`src/rtl/coreuart_pkg.sv`:
```
// Shared UART definitions: default generator sizing, the oversample
// counter width helper, and the tick bundle handed to the TX/RX shifters.
package coreuart_pkg;

    localparam int DEF_DIV_W  = 16;
    localparam int DEF_FRAC_W = 4;
    localparam int DEF_OVS    = 16;

    // Width of a counter that walks 0..ovs-1 (ovs is a power of two).
    function automatic int ovs_w(input int ovs);
        return $clog2(ovs);
    endfunction

    // One-cycle strobes issued together on a sample boundary.
    typedef struct packed {
        logic sample;    // every oversample period
        logic mid;       // RX data-sampling point inside the bit
        logic boundary;  // end of bit, TX shifts here
    } tick_bundle_t;

endpackage

```
`src/rtl/coreuart_baud_gen_frac_if.sv`:
```
// Control/tick bundle between the APB register file / shifters and the
// baud generator. The generator uses the slave side.
interface coreuart_baud_gen_frac_if #(
    parameter int DIV_W  = 16,
    parameter int FRAC_W = 4
) ();
    // BAUD_FRAC stays one bit wide when the fraction path is compiled out.
    localparam int FRAC_BITS = (FRAC_W > 0) ? FRAC_W : 1;

    logic                 ENABLE;
    logic [DIV_W-1:0]     BAUD_VAL;
    logic [FRAC_BITS-1:0] BAUD_FRAC;
    logic                 RESYNC;
    logic                 SAMPLE_TICK;
    logic                 MID_TICK;
    logic                 BIT_TICK;

    modport master (
        output ENABLE, BAUD_VAL, BAUD_FRAC, RESYNC,
        input  SAMPLE_TICK, MID_TICK, BIT_TICK
    );

    modport slave (
        input  ENABLE, BAUD_VAL, BAUD_FRAC, RESYNC,
        output SAMPLE_TICK, MID_TICK, BIT_TICK
    );
endinterface

```
`src/rtl/coreuart_frac_acc.sv`:
```
// Fractional phase accumulator. Each step adds the addend modulo 2^FRAC_W;
// carry is the combinational overflow of acc + addend, so the caller sees
// the carry belonging to the step it is about to take.
module coreuart_frac_acc #(
    parameter int FRAC_W = 4
) (
    input  logic              CLK,
    input  logic              RESET,
    input  logic              clear,
    input  logic              load,
    input  logic [FRAC_W-1:0] load_val,
    input  logic              step,
    input  logic [FRAC_W-1:0] addend,
    output logic              carry
);
    logic [FRAC_W-1:0] acc;
    logic [FRAC_W:0]   sum;

    assign sum   = {1'b0, acc} + {1'b0, addend};
    assign carry = sum[FRAC_W];

    // clear beats load beats step
    always_ff @(posedge CLK or posedge RESET) begin
        if (RESET)
            acc <= '0;
        else if (clear)
            acc <= '0;
        else if (load)
            acc <= load_val;
        else if (step)
            acc <= sum[FRAC_W-1:0];
    end
endmodule

```
`src/rtl/coreuart_baud_gen_frac.sv`:
```
// Fractional baud generator: a down-counting divider reloaded with
// BAUD_VAL (+1 cycle when the fraction accumulator carries), followed by
// an oversample counter that marks the mid-bit and bit-boundary ticks.
// Divisors are only sampled at reload/resync, so updates never produce a
// runt or stretched period.
module coreuart_baud_gen_frac
    import coreuart_pkg::*;
#(
    parameter int DIV_W  = DEF_DIV_W,
    parameter int FRAC_W = DEF_FRAC_W,
    parameter int OVS    = DEF_OVS
) (
    input  logic                      CLK,
    input  logic                      RESET,
    coreuart_baud_gen_frac_if.slave   bus
);
    localparam int OVS_W = ovs_w(OVS);

    // One extra bit so BAUD_VAL max plus carry still fits.
    logic [DIV_W:0]     div_cnt;
    logic [OVS_W-1:0]   ovs_cnt;
    logic               carry;
    logic               tick_d;
    logic               acc_clear;
    tick_bundle_t       ticks;

    assign tick_d    = bus.ENABLE & ~bus.RESYNC & (div_cnt == '0);
    assign acc_clear = ~bus.ENABLE | bus.RESYNC;

    generate
        if (FRAC_W > 0) begin : g_frac
            coreuart_frac_acc #(.FRAC_W(FRAC_W)) u_frac_acc (
                .CLK      (CLK),
                .RESET    (RESET),
                .clear    (acc_clear),
                .load     (1'b0),
                .load_val ({FRAC_W{1'b0}}),
                .step     (tick_d),
                .addend   (bus.BAUD_FRAC),
                .carry    (carry)
            );
        end else begin : g_nofrac
            assign carry = 1'b0;
        end
    endgenerate

    // Divider and oversample counters: disable > resync > reload > count down.
    always_ff @(posedge CLK or posedge RESET) begin
        if (RESET) begin
            div_cnt <= '0;
            ovs_cnt <= '0;
        end else if (!bus.ENABLE) begin
            div_cnt <= '0;
            ovs_cnt <= '0;
        end else if (bus.RESYNC) begin
            div_cnt <= {1'b0, bus.BAUD_VAL};
            ovs_cnt <= '0;
        end else if (tick_d) begin
            div_cnt <= {1'b0, bus.BAUD_VAL} + {{DIV_W{1'b0}}, carry};
            ovs_cnt <= ovs_cnt + OVS_W'(1);
        end else begin
            div_cnt <= div_cnt - {{DIV_W{1'b0}}, 1'b1};
        end
    end

    // Registered tick outputs, decoded from the pre-increment ovs_cnt.
    always_ff @(posedge CLK or posedge RESET) begin
        if (RESET) begin
            ticks <= '0;
        end else begin
            ticks.sample   <= tick_d;
            ticks.mid      <= tick_d & (ovs_cnt == OVS_W'(OVS/2 - 1));
            ticks.boundary <= tick_d & (ovs_cnt == OVS_W'(OVS - 1));
        end
    end

    assign bus.SAMPLE_TICK = ticks.sample;
    assign bus.MID_TICK    = ticks.mid;
    assign bus.BIT_TICK    = ticks.boundary;
endmodule

```
`src/flat_wrapper.sv`:
```
// flat-port wrapper written by rule: the top's interface ports become plain ports
module coreuart_baud_gen_frac_flat import coreuart_pkg::*;
#(
    parameter int DIV_W  = DEF_DIV_W,
    parameter int FRAC_W = DEF_FRAC_W,
    parameter int OVS    = DEF_OVS
)
  (CLK, RESET, bus_ENABLE, bus_BAUD_VAL, bus_BAUD_FRAC, bus_RESYNC, bus_SAMPLE_TICK, bus_MID_TICK, bus_BIT_TICK);
  coreuart_baud_gen_frac_if #(.DIV_W(DIV_W), .FRAC_W(FRAC_W)) bus_i ();
  input  logic CLK;
  input  logic RESET;
  input wire logic [$bits(bus_i.ENABLE)-1:0] bus_ENABLE;
  input wire logic [$bits(bus_i.BAUD_VAL)-1:0] bus_BAUD_VAL;
  input wire logic [$bits(bus_i.BAUD_FRAC)-1:0] bus_BAUD_FRAC;
  input wire logic [$bits(bus_i.RESYNC)-1:0] bus_RESYNC;
  output wire logic [$bits(bus_i.SAMPLE_TICK)-1:0] bus_SAMPLE_TICK;
  output wire logic [$bits(bus_i.MID_TICK)-1:0] bus_MID_TICK;
  output wire logic [$bits(bus_i.BIT_TICK)-1:0] bus_BIT_TICK;
  assign bus_i.ENABLE = bus_ENABLE;
  assign bus_i.BAUD_VAL = bus_BAUD_VAL;
  assign bus_i.BAUD_FRAC = bus_BAUD_FRAC;
  assign bus_i.RESYNC = bus_RESYNC;
  assign bus_SAMPLE_TICK = bus_i.SAMPLE_TICK;
  assign bus_MID_TICK = bus_i.MID_TICK;
  assign bus_BIT_TICK = bus_i.BIT_TICK;
  coreuart_baud_gen_frac #(.DIV_W(DIV_W), .FRAC_W(FRAC_W), .OVS(OVS)) u_core (.CLK(CLK), .RESET(RESET), .bus(bus_i));
endmodule
```
`config.mk`:
```
export PLATFORM = sky130hd
export DESIGN_NAME = coreuart_baud_gen_frac_flat
export DESIGN_NICKNAME = d
export VERILOG_FILES = /design/src/rtl/coreuart_pkg.sv /design/src/rtl/coreuart_baud_gen_frac_if.sv /design/src/rtl/coreuart_frac_acc.sv /design/src/rtl/coreuart_baud_gen_frac.sv /design/src/flat_wrapper.sv
export SDC_FILE = /design/constraint.sdc
export NUM_CORES = 1
export LEC_CHECK = 0
export ABC_AREA = 1
export CORE_ASPECT_RATIO = 2
export CORE_MARGIN = 10
export CORE_UTILIZATION = 60
export DETAILED_ROUTE_END_ITERATION = 10
export PLACE_DENSITY = 0.89
export SYNTH_ARGS = -nofsm -noshare
export SYNTH_HDL_FRONTEND = slang
export SYNTH_SLANG_ARGS = --single-unit
```
`constraint.sdc`:
```
create_clock -name CLK -period 5 [get_ports CLK]
set_input_delay 1 -clock CLK [delete_from_list [all_inputs] [get_ports CLK]]
set_output_delay 1 -clock CLK [all_outputs]
set_load 0.01 [all_outputs]
```
==> impl_summary.txt, run 1 <==
----------------------------------------------------
[Outcome]
  Outcome ... completed

[Die]
  Chip width ... roughly 63 um
  Effective utilization at floorplan ... 62.1%
  Die ar. ... 0.00678 sq mm
  I/O pin count ... 27
  Core region area ... about 0.0036 sq mm
  Die outline height ... approximately 110 um
  Count of standard-cell rows ... 31

[Timing]
  Setup violation total in the final timing report ... 0
  Final setup skew ... ~0.0042 ns
  Final slew viol count ... 0
  Final count of hold timing violations ... 0
  Highest attainable clock frequency ... approximately 0.28 GHz
  Worst relative slew slack ... between 20% and 30%
  Post-layout minimum cycle time ... 3.59 ns
  Unrepaired setup endpoints after global routing ... false
  Period utilization ... between 70% and 80%
  Slew at the pin with the worst max-slew slack ... between 1 and 1.5 ns
  Total negative slack for setup checks ... 0 ns

[Finish]
  Most frequent cells in the layout ... sky130_fd_sc_hd__nand2_1, sky130_fd_sc_hd__nor2_1, sky130_fd_sc_hd__inv_1
  Post-layout util ... a little under three quarters
  Total inserted antenna cells ... 0
  Layout cells sized above 1 ... under 10%
  Most common library cell in the layout ignoring fill and taps ... sky130_fd_sc_hd__nand2_1
  Synthesis-to-layout area growth ... 15.9%
  Filler Cell Count ... slightly above 300
  Final-stage net count ... ~400

[Routing]
  Final routed wirelength across all metal layers ... 6.05 mm
  DR WL/cell ... 14.7 um
  Routed via count divided by cell count ... roughly 5.5
  Number of vias after detailed routing ... approximately 2300
  Count of routing violations after the opening detailed-route iteration ... 127
  Detailed-routing iteration count for the pre-antenna-repair pass ... 5
  Remaining antenna violation count after routing ... 0
  Remaining design rule violation count ... 0

[Critical path]
  Biggest fanout along the worst timing path ... 9
  WP data arrival ... roughly 3.8 ns
  Family with the most delay on the worst path ... adder cells
  Worst setup EP type ... register
  CP max stage delay ... ~0.47 ns
  Setup CP Type ... input pin to register
  Number of buffers and inverters on the critical path ... 3
  Start of the worst register-to-register path ... u_core.g_frac.u_frac_acc.acc[0]$_DFFE_PP0P_
  Cell Chain, Critical Path ... clkdlybuf4s50_1, ha_1, inv_1, fa_1, o21ai_0, ha_1, ha_1, nand2_1, nor2_2, nand3_1, nand2_1, nand2_1, nand2_1, nand3_1, nand2_1, inv_1
  Reg2Reg Setup Slack ... approximately 2.2 ns
  Reg2reg path depth ... 15
  CP Data Required Time ... 5.18 ns
  Startpoint type of the worst setup path ... input pin
  Most used cell, CP ... sky130_fd_sc_hd__nand2_1
  Reg2reg end ... u_core.div_cnt[12]$_DFF_PP0_
  Slowest stage cell on the critical path ... sky130_fd_sc_hd__clkdlybuf4s50_1

[Power and ir drop]
  Leakage component of the power ... between 1 and 1.5 nW
  PD cells ... ~220 mW/mm^2
  IR drop worst, VDD ... approximately 0.23 mV
  Total power ... ~0.59 mW

[Worst hold path]
  Startpoint of the lowest-slack hold path ... u_core.ovs_cnt[3]$_DFFE_PP0P_
  Path class of the lowest-slack min-delay path ... register to register
  End of the worst hold path ... u_core.bus.MID_TICK$_DFF_PP0_
  Worst hold stages ... 1

[GRT]
  Total routing usage reported by global routing ... between 10% and 20%
  Global route overflow ... 0
  Antenna violations before repair ... 0
  Vias in the first global route ... about 2400
  Largest net degree at the start of global routing ... 29
  First-pass GRT wire length ... 10.2 mm

[CTS]
  Clock tree from TritonCTS ... built
  # H-tree levels ... 1
  Post-CTS Setup Bufs ... 0
  Count of instances resized after the clock tree is built ... 0
  Maximum root-to-sink buffer count ... 2
  CTS Buf Count ... 3
  Number of hold buffers added after CTS ... 0
  Clk slew on worst S/H paths ... about 0.10 ns
  Clock insertion delay at the later pin of the skew report ... 0.28 ns
  Root Driver ... sky130_fd_sc_hd__clkbuf_8
  Total number of clock tree sinks ... 28

[Placement]
  Count of input and output buffers ... 26
  Routability Congestion ... approximately 0.94
  HPWL after DPL ... ~4.7 mm

[Synth]
  Synthesized instance count ... roughly 340
  Number of unique standard cell types used by synthesis ... 30
  Warning count from the yosys run ... 0
  Post-synthesis sequential element count ... 28
  Syn avg cell area ... roughly 6.7 sq um
  Sequential cell area fraction in the yosys report ... a little under a third
  Netlist Area Pre-Place ... about 0.0023 sq mm
  Syn Nets ... between 300 and 400

[Flow run]
  Maximum Capacitance Violations ... 0

----------------------------------------------------
==> through the flow <==
stage / hold WS (ns) / setup WS [ns] / instances / instance area [sq um]
3_5_place_dp: 0.447 / 1.19 / 407 / 2550
5_1_grt: 0.484 / 1.19 / 411 / 2620
4_1_cts: 0.460 / 1.41 / 411 / 2620
3_3_place_gp: 0.434 / 1.32 / 407 / 2550
6_report: 0.456 / 1.41 / 411 / 2620
2_1_floorplan: 0.410 / 1.97 / 338 / 2260
==> state kept, by name, indices dropped and copies added (netlist names) <==
register	flops
u_core.ovs_cnt	4
u_core.bus.SAMPLE_TICK	1
u_core.g_frac.u_frac_acc.acc	4
u_core.bus.MID_TICK	1
u_core.bus.BIT_TICK	1
u_core.div_cnt	17
==> synth_stat cells <==
| library cell | number | share of area [%] |
|---|---|---|
| sky130_fd_sc_hd__a21o_1 | 1 | 0.33 |
| sky130_fd_sc_hd__a21oi_1 | 13 | 2.9 |
| sky130_fd_sc_hd__a21oi_2 | 4 | 1.5 |
| sky130_fd_sc_hd__a22o_1 | 2 | 0.77 |
| sky130_fd_sc_hd__buf_2 | 2 | 0.44 |
| sky130_fd_sc_hd__buf_6 | 1 | 0.50 |
| sky130_fd_sc_hd__clkbuf_1 | 3 | 0.50 |
| sky130_fd_sc_hd__dfrtp_1 | 28 | 31 |
| sky130_fd_sc_hd__fa_1 | 1 | 0.88 |
| sky130_fd_sc_hd__ha_1 | 9 | 5.0 |
| sky130_fd_sc_hd__inv_1 | 40 | 6.6 |
| sky130_fd_sc_hd__inv_2 | 3 | 0.50 |
| sky130_fd_sc_hd__nand2_1 | 94 | 16 |
| sky130_fd_sc_hd__nand2_2 | 2 | 0.55 |
| sky130_fd_sc_hd__nand3_1 | 32 | 7.1 |
| sky130_fd_sc_hd__nand3_2 | 1 | 0.44 |
| sky130_fd_sc_hd__nand3_4 | 1 | 0.77 |
| sky130_fd_sc_hd__nand4_1 | 5 | 1.4 |
| sky130_fd_sc_hd__nor2_1 | 42 | 7.0 |
| sky130_fd_sc_hd__nor2_2 | 7 | 1.9 |
| sky130_fd_sc_hd__nor2_4 | 2 | 0.99 |
| sky130_fd_sc_hd__nor3_1 | 5 | 1.1 |
| sky130_fd_sc_hd__nor3_2 | 1 | 0.44 |
| sky130_fd_sc_hd__nor3b_1 | 1 | 0.33 |
| sky130_fd_sc_hd__o211ai_2 | 1 | 0.55 |
| sky130_fd_sc_hd__o21ai_0 | 13 | 2.9 |
| sky130_fd_sc_hd__o21ai_1 | 6 | 1.3 |
| sky130_fd_sc_hd__o22ai_1 | 2 | 0.55 |
| sky130_fd_sc_hd__xnor2_1 | 8 | 3.1 |
| sky130_fd_sc_hd__xor2_1 | 8 | 3.1 |
==> area by class of cell <==
cell class              instances  area, sq um  share of cell area (%)
clock buffers                   3         41.3                    1.57
inverters                      43          161                    6.15
well taps                      49         61.3                    2.34
repair buffers                 26          260                    9.92
flip-flops and latches         28          701                    26.7
multi-input cells             261         1370                    52.2
clock inverters                 1         30.0                    1.14
==> routing by layer <==
metal | up-vias | GRT usage, % | part of all wire [%]
li1 | 1124 | - | -
met1 | 1021 | 15.7 | 34
met2 | 97 | 36.5 | 56
met3 | 32 | 2.92 | 4.6
met4 | 0 | 12.6 | 5.5
met5 | - | 0 | 0
==> power breakdown <==
| group | switching [mW] | internal (mW) |
|---|---|---|
| registers | 0.0115 | 0.238 |
| clock network | 0.0733 | 0.107 |
| logic | 0.0968 | 0.0603 |
| total | 0.182 | 0.405 |
==> kinds of logic after synthesis <==
| family | synth area share (%) |
|---|---|
| and+or+nand+nor | 37.6 |
| buffers and inverters | 8.57 |
| AOI/OAI and AO/OA | 10.8 |
| DFF | 31.0 |
| xor gates and xnor gates | 6.19 |
| adders and majority gates | 5.86 |
==> worst max path at each step <==
| stage | startpoint | endpoint | slack, ns | cells after the start |
|---|---|---|---|---|
| 2_1_floorplan | bus_BAUD_FRAC[0] | u_core.div_cnt[12]$_DFF_PP0_ | 1.97 | 15 |
| 3_3_place_gp | bus_BAUD_FRAC[0] | u_core.div_cnt[12]$_DFF_PP0_ | 1.32 | 16 |
| 3_5_place_dp | bus_BAUD_FRAC[0] | u_core.div_cnt[12]$_DFF_PP0_ | 1.19 | 16 |
| 4_1_cts | bus_BAUD_FRAC[0] | u_core.div_cnt[12]$_DFF_PP0_ | 1.41 | 16 |
| 5_1_grt | bus_BAUD_FRAC[0] | u_core.div_cnt[12]$_DFF_PP0_ | 1.19 | 16 |
| 6_report | bus_BAUD_FRAC[0] | u_core.div_cnt[12]$_DFF_PP0_ | 1.41 | 16 |
(Power assumes the default switching activity.)
==> inputs of run 2 (changes only) <==
Settings changed: CORE_UTILIZATION 60 to 51, PLACE_DENSITY 0.89 to 0.81.
Clock period 5 ns to 3.1 ns, I/O delays scaled along.
==> run 2 against run 1 <==
Compared with the run above: hold slack got worse by 0.0056 ns; non-clock buffer count grew 11; first-iteration DRC count decreased by 15%; combinational power is 62% higher; critical endpoint unchanged; register-to-register slack worse by 1.6 ns; worst setup slack got worse by 1.2 ns.
==> impl_summary.txt, run 2 (synthesized netlist as in run 1, its figures left out) <==
----------------------------------------------------
[Die]
  Core region area ... 0.00434 sq mm (was 0.00365 sq mm)
  Die outline height ... 114 um (was 107 um)
  Die ar. ... 0.00766 sq mm (was 0.00678 sq mm)
  I/O pin count ... 27 (unchanged)
  Chip width ... 67.1 um (was 63.4 um)
  Effective utilization at floorplan ... 52.2% (was 62.1%)
  Count of standard-cell rows ... 34 (was 31)

[Finish]
  Filler Cell Count ... 403 (was 307)
  Final Cell Area ... 0.00271 sq mm (was 0.00262 sq mm)
  Largest register FFs ... 17 (unchanged)
  Most flops, register ... u_core.div_cnt (unchanged)
  Most common library cell in the layout ignoring fill and taps ... sky130_fd_sc_hd__nand2_1 (unchanged)
  Final-stage net count ... 408 (was 397)
  Synthesis-to-layout area growth ... 19.8% (was 15.9%)
  Layout cells sized above 1 ... 9.92% (was 7.18%)
  Total inserted antenna cells ... 0 (unchanged)
  Most frequent cells in the layout ... sky130_fd_sc_hd__nand2_1, sky130_fd_sc_hd__nor2_1, sky130_fd_sc_hd__inv_1 (unchanged)
  Post-layout util ... 62.5% (was 72.0%)
  Largest registers ... u_core.div_cnt: 17 flops, u_core.g_frac.u_frac_acc.acc: 4 flops, u_core.ovs_cnt: 4 flops (unchanged)

[CTS]
  CTS Buf Count ... 3 (unchanged)
  # H-tree levels ... 1 (unchanged)
  Clock insertion delay at the later pin of the skew report ... 0.28 ns (about the same)
  Post-CTS Setup Bufs ... 0 (unchanged)
  Number of hold buffers added after CTS ... 0 (unchanged)
  Clk slew on worst S/H paths ... 0.10 ns (about the same)
  Count of instances resized after the clock tree is built ... 0 (unchanged)
  Total number of clock tree sinks ... 28 (unchanged)
  Root Driver ... sky130_fd_sc_hd__clkbuf_8 (unchanged)
  Maximum root-to-sink buffer count ... 2 (unchanged)
  Clock tree from TritonCTS ... built (unchanged)

[GRT]
  First-pass GRT wire length ... 10.2 mm (about the same)
  Largest net degree at the start of global routing ... 29 (unchanged)
  Total routing usage reported by global routing ... 16.6% (was 18.3%)
  Vias in the first global route ... 2330 (was 2405)
  Global-route layer with the greatest usage ... met2 (unchanged)
  Antenna violations before repair ... 0 (unchanged)
  Routing usage on met3 ... 2.35% (was 2.92%)
  GR met2 Demand/Resource ... 32.1% (was 36.5%)
  Global route overflow ... 0 (unchanged)
  Met1 track demand over resource in global routing ... 15.7% (about the same)

[Routing]
  Count of routing violations after the opening detailed-route iteration ... 108 (was 127)
  Routed via count divided by cell count ... 5.23 (was 5.53)
  Remaining design rule violation count ... 0 (unchanged)
  DR WL/cell ... 14.0 um (was 14.7 um)
  Detailed-routing iteration count for the pre-antenna-repair pass ... 4 (was 5)
  Final routed wirelength across all metal layers ... 5.97 mm (was 6.05 mm)
  Number of vias after detailed routing ... 2235 (was 2274)
  Remaining antenna violation count after routing ... 0 (unchanged)

[Power and ir drop]
  Total power ... 0.951 mW (was 0.587 mW)
  IR drop worst, VDD ... 0.269 mV (was 0.233 mV)
  PD cells ... 351 mW/mm^2 (was 224 mW/mm^2)
  Leakage component of the power ... 1.35 nW (was 1.30 nW)

[Critical path]
  Cell Chain, Critical Path ... clkdlybuf4s50_1, ha_1, inv_1, fa_1, o21ai_0, ha_1, ha_1, nand2_1, nor2_2, buf_4, nand3_1, nand2_1, nand2_1, nand2_1, nand3_1, nand2_1, inv_1 (was clkdlybuf4s50_1, ha_1, inv_1, fa_1, o21ai_0, ha_1, ha_1, nand2_1, nor2_2, nand3_1, nand2_1, nand2_1, nand2_1, nand3_1, nand2_1, inv_1)
  CP Data Required Time ... 3.28 ns (was 5.18 ns)
  Family with the most delay on the worst path ... adder cells (unchanged)
  Slowest stage cell on the critical path ... sky130_fd_sc_hd__clkdlybuf4s50_1 (unchanged)
  Startpoint type of the worst setup path ... input pin (unchanged)
  Reg2Reg Setup Slack ... 0.64 ns (was 2.23 ns)
  Number of buffers and inverters on the critical path ... 4 (was 3)
  CP max stage delay ... 0.46 ns (was 0.47 ns)
  Critical path startpoint ... bus_BAUD_FRAC[0] (unchanged)
  WP data arrival ... 3.06 ns (was 3.78 ns)
  Most used cell, CP ... sky130_fd_sc_hd__nand2_1 (unchanged)
  Biggest fanout along the worst timing path ... 9 (unchanged)
  Start of the worst register-to-register path ... u_core.g_frac.u_frac_acc.acc[0]$_DFFE_PP0P_ (unchanged)
  Worst setup EP type ... register (unchanged)
  Setup CP Type ... input pin to register (unchanged)

[Flow run]
  Maximum Capacitance Violations ... 0 (unchanged)

[Timing]
  Setup WS post-layout ... 0.226 ns (was 1.41 ns)
  Post-layout minimum cycle time ... around 2.9 ns
  Setup violation total in the final timing report ... 0 (unchanged)
  Unrepaired setup endpoints after global routing ... false (unchanged)
  Final slew viol count ... 0 (unchanged)
  Period utilization ... 92.7%
  Worst relative slew slack ... 69.1% (was 28.8%)
  Highest attainable clock frequency ... between 0.3 and 0.4 GHz
  Final count of hold timing violations ... 0 (unchanged)
  Final setup skew ... 0.00426 ns (was 0.00419 ns)
  Slew at the pin with the worst max-slew slack ... 0.463 ns (was 1.07 ns)

[Placement]
  Count of input and output buffers ... 26 (unchanged)
  Total placed instance area ... 0.00264 sq mm (was 0.00255 sq mm)
  Routability Congestion ... 0.846 (was 0.936)
  HPWL after DPL ... 4.85 mm (was 4.74 mm)
  Setup WS pre-CTS ... -0.0460 ns (was 1.19 ns)

[Outcome]
  Outcome ... completed (unchanged)

[Worst hold path]
  Startpoint of the lowest-slack hold path ... u_core.ovs_cnt[3]$_DFFE_PP0P_ (unchanged)
  Path class of the lowest-slack min-delay path ... register to register (unchanged)

----------------------------------------------------
[run 2: changes by cell type in the layout (fill, tap and decap cells not counted), sizes merged]
cell	previous run	this run
buf	0	11
[run 2: cell type report]
type,instances,area (sq um),share of cell area [%]
Multi-Input combinational cell,261,1370,50.5
Inverter,43,161,5.95
Clock buffer,3,41.3,1.52
Clock inverter,1,30.0,1.11
Timing Repair Buffer,37,343,12.6
Tap cell,54,67.6,2.49
Sequential cell,28,701,25.8
[run 2: metrics by stage]
step                      hold WS [ns]  setup TNS [ns]  instances
final                            0.450               0        427
after global routing             0.468               0        427
after CTS                        0.449               0        427
after detailed placement         0.435         -0.0684        423
after global placement           0.431               0        423
after floorplan                  0.410               0        338
[run 2: per-layer routing]
| metal | up-vias | wire, um |
|---|---|---|
| li1 | 1153 | - |
| met1 | 1012 | 2170 |
| met2 | 53 | 3430 |
| met3 | 17 | 193 |
| met4 | 0 | 174 |
| met5 | - | 0 |
[run 2: path summary, 6_finish.rpt]
check	depth (start not counted)	to
min reg2reg	1	u_core.bus.MID_TICK$_DFF_PP0_
max in group asynchronous	3	u_core.div_cnt[10]$_DFF_PP0_
max	17	u_core.div_cnt[12]$_DFF_PP0_
min in group asynchronous	3	u_core.bus.BIT_TICK$_DFF_PP0_
max reg2reg	16	u_core.div_cnt[12]$_DFF_PP0_
min	1	u_core.bus.MID_TICK$_DFF_PP0_
[run 2: power breakdown]
group / total [mW] / internal [mW] / switching [mW]
Combinational: 0.254 / 0.101 / 0.153
Sequential: 0.403 / 0.384 / 0.0191
Clock: 0.294 / 0.173 / 0.121
[run 2: worst register-to-register path: cells and delay by family, from the launching register on]
family	cells	cell delay (ns)
adders and majority gates	4	0.92
and+or+nand+nor	8	0.61
DFF	1	0.38
buffers and inverters	3	0.25
AOI/OAI and AO/OA	1	0.20
==> inputs of run 3 (changes only) <==
Settings changed: SLEW_MARGIN from default to 20.
==> results of run 3 <==
Final layout, timing and power as in run 2 (identical DEF).
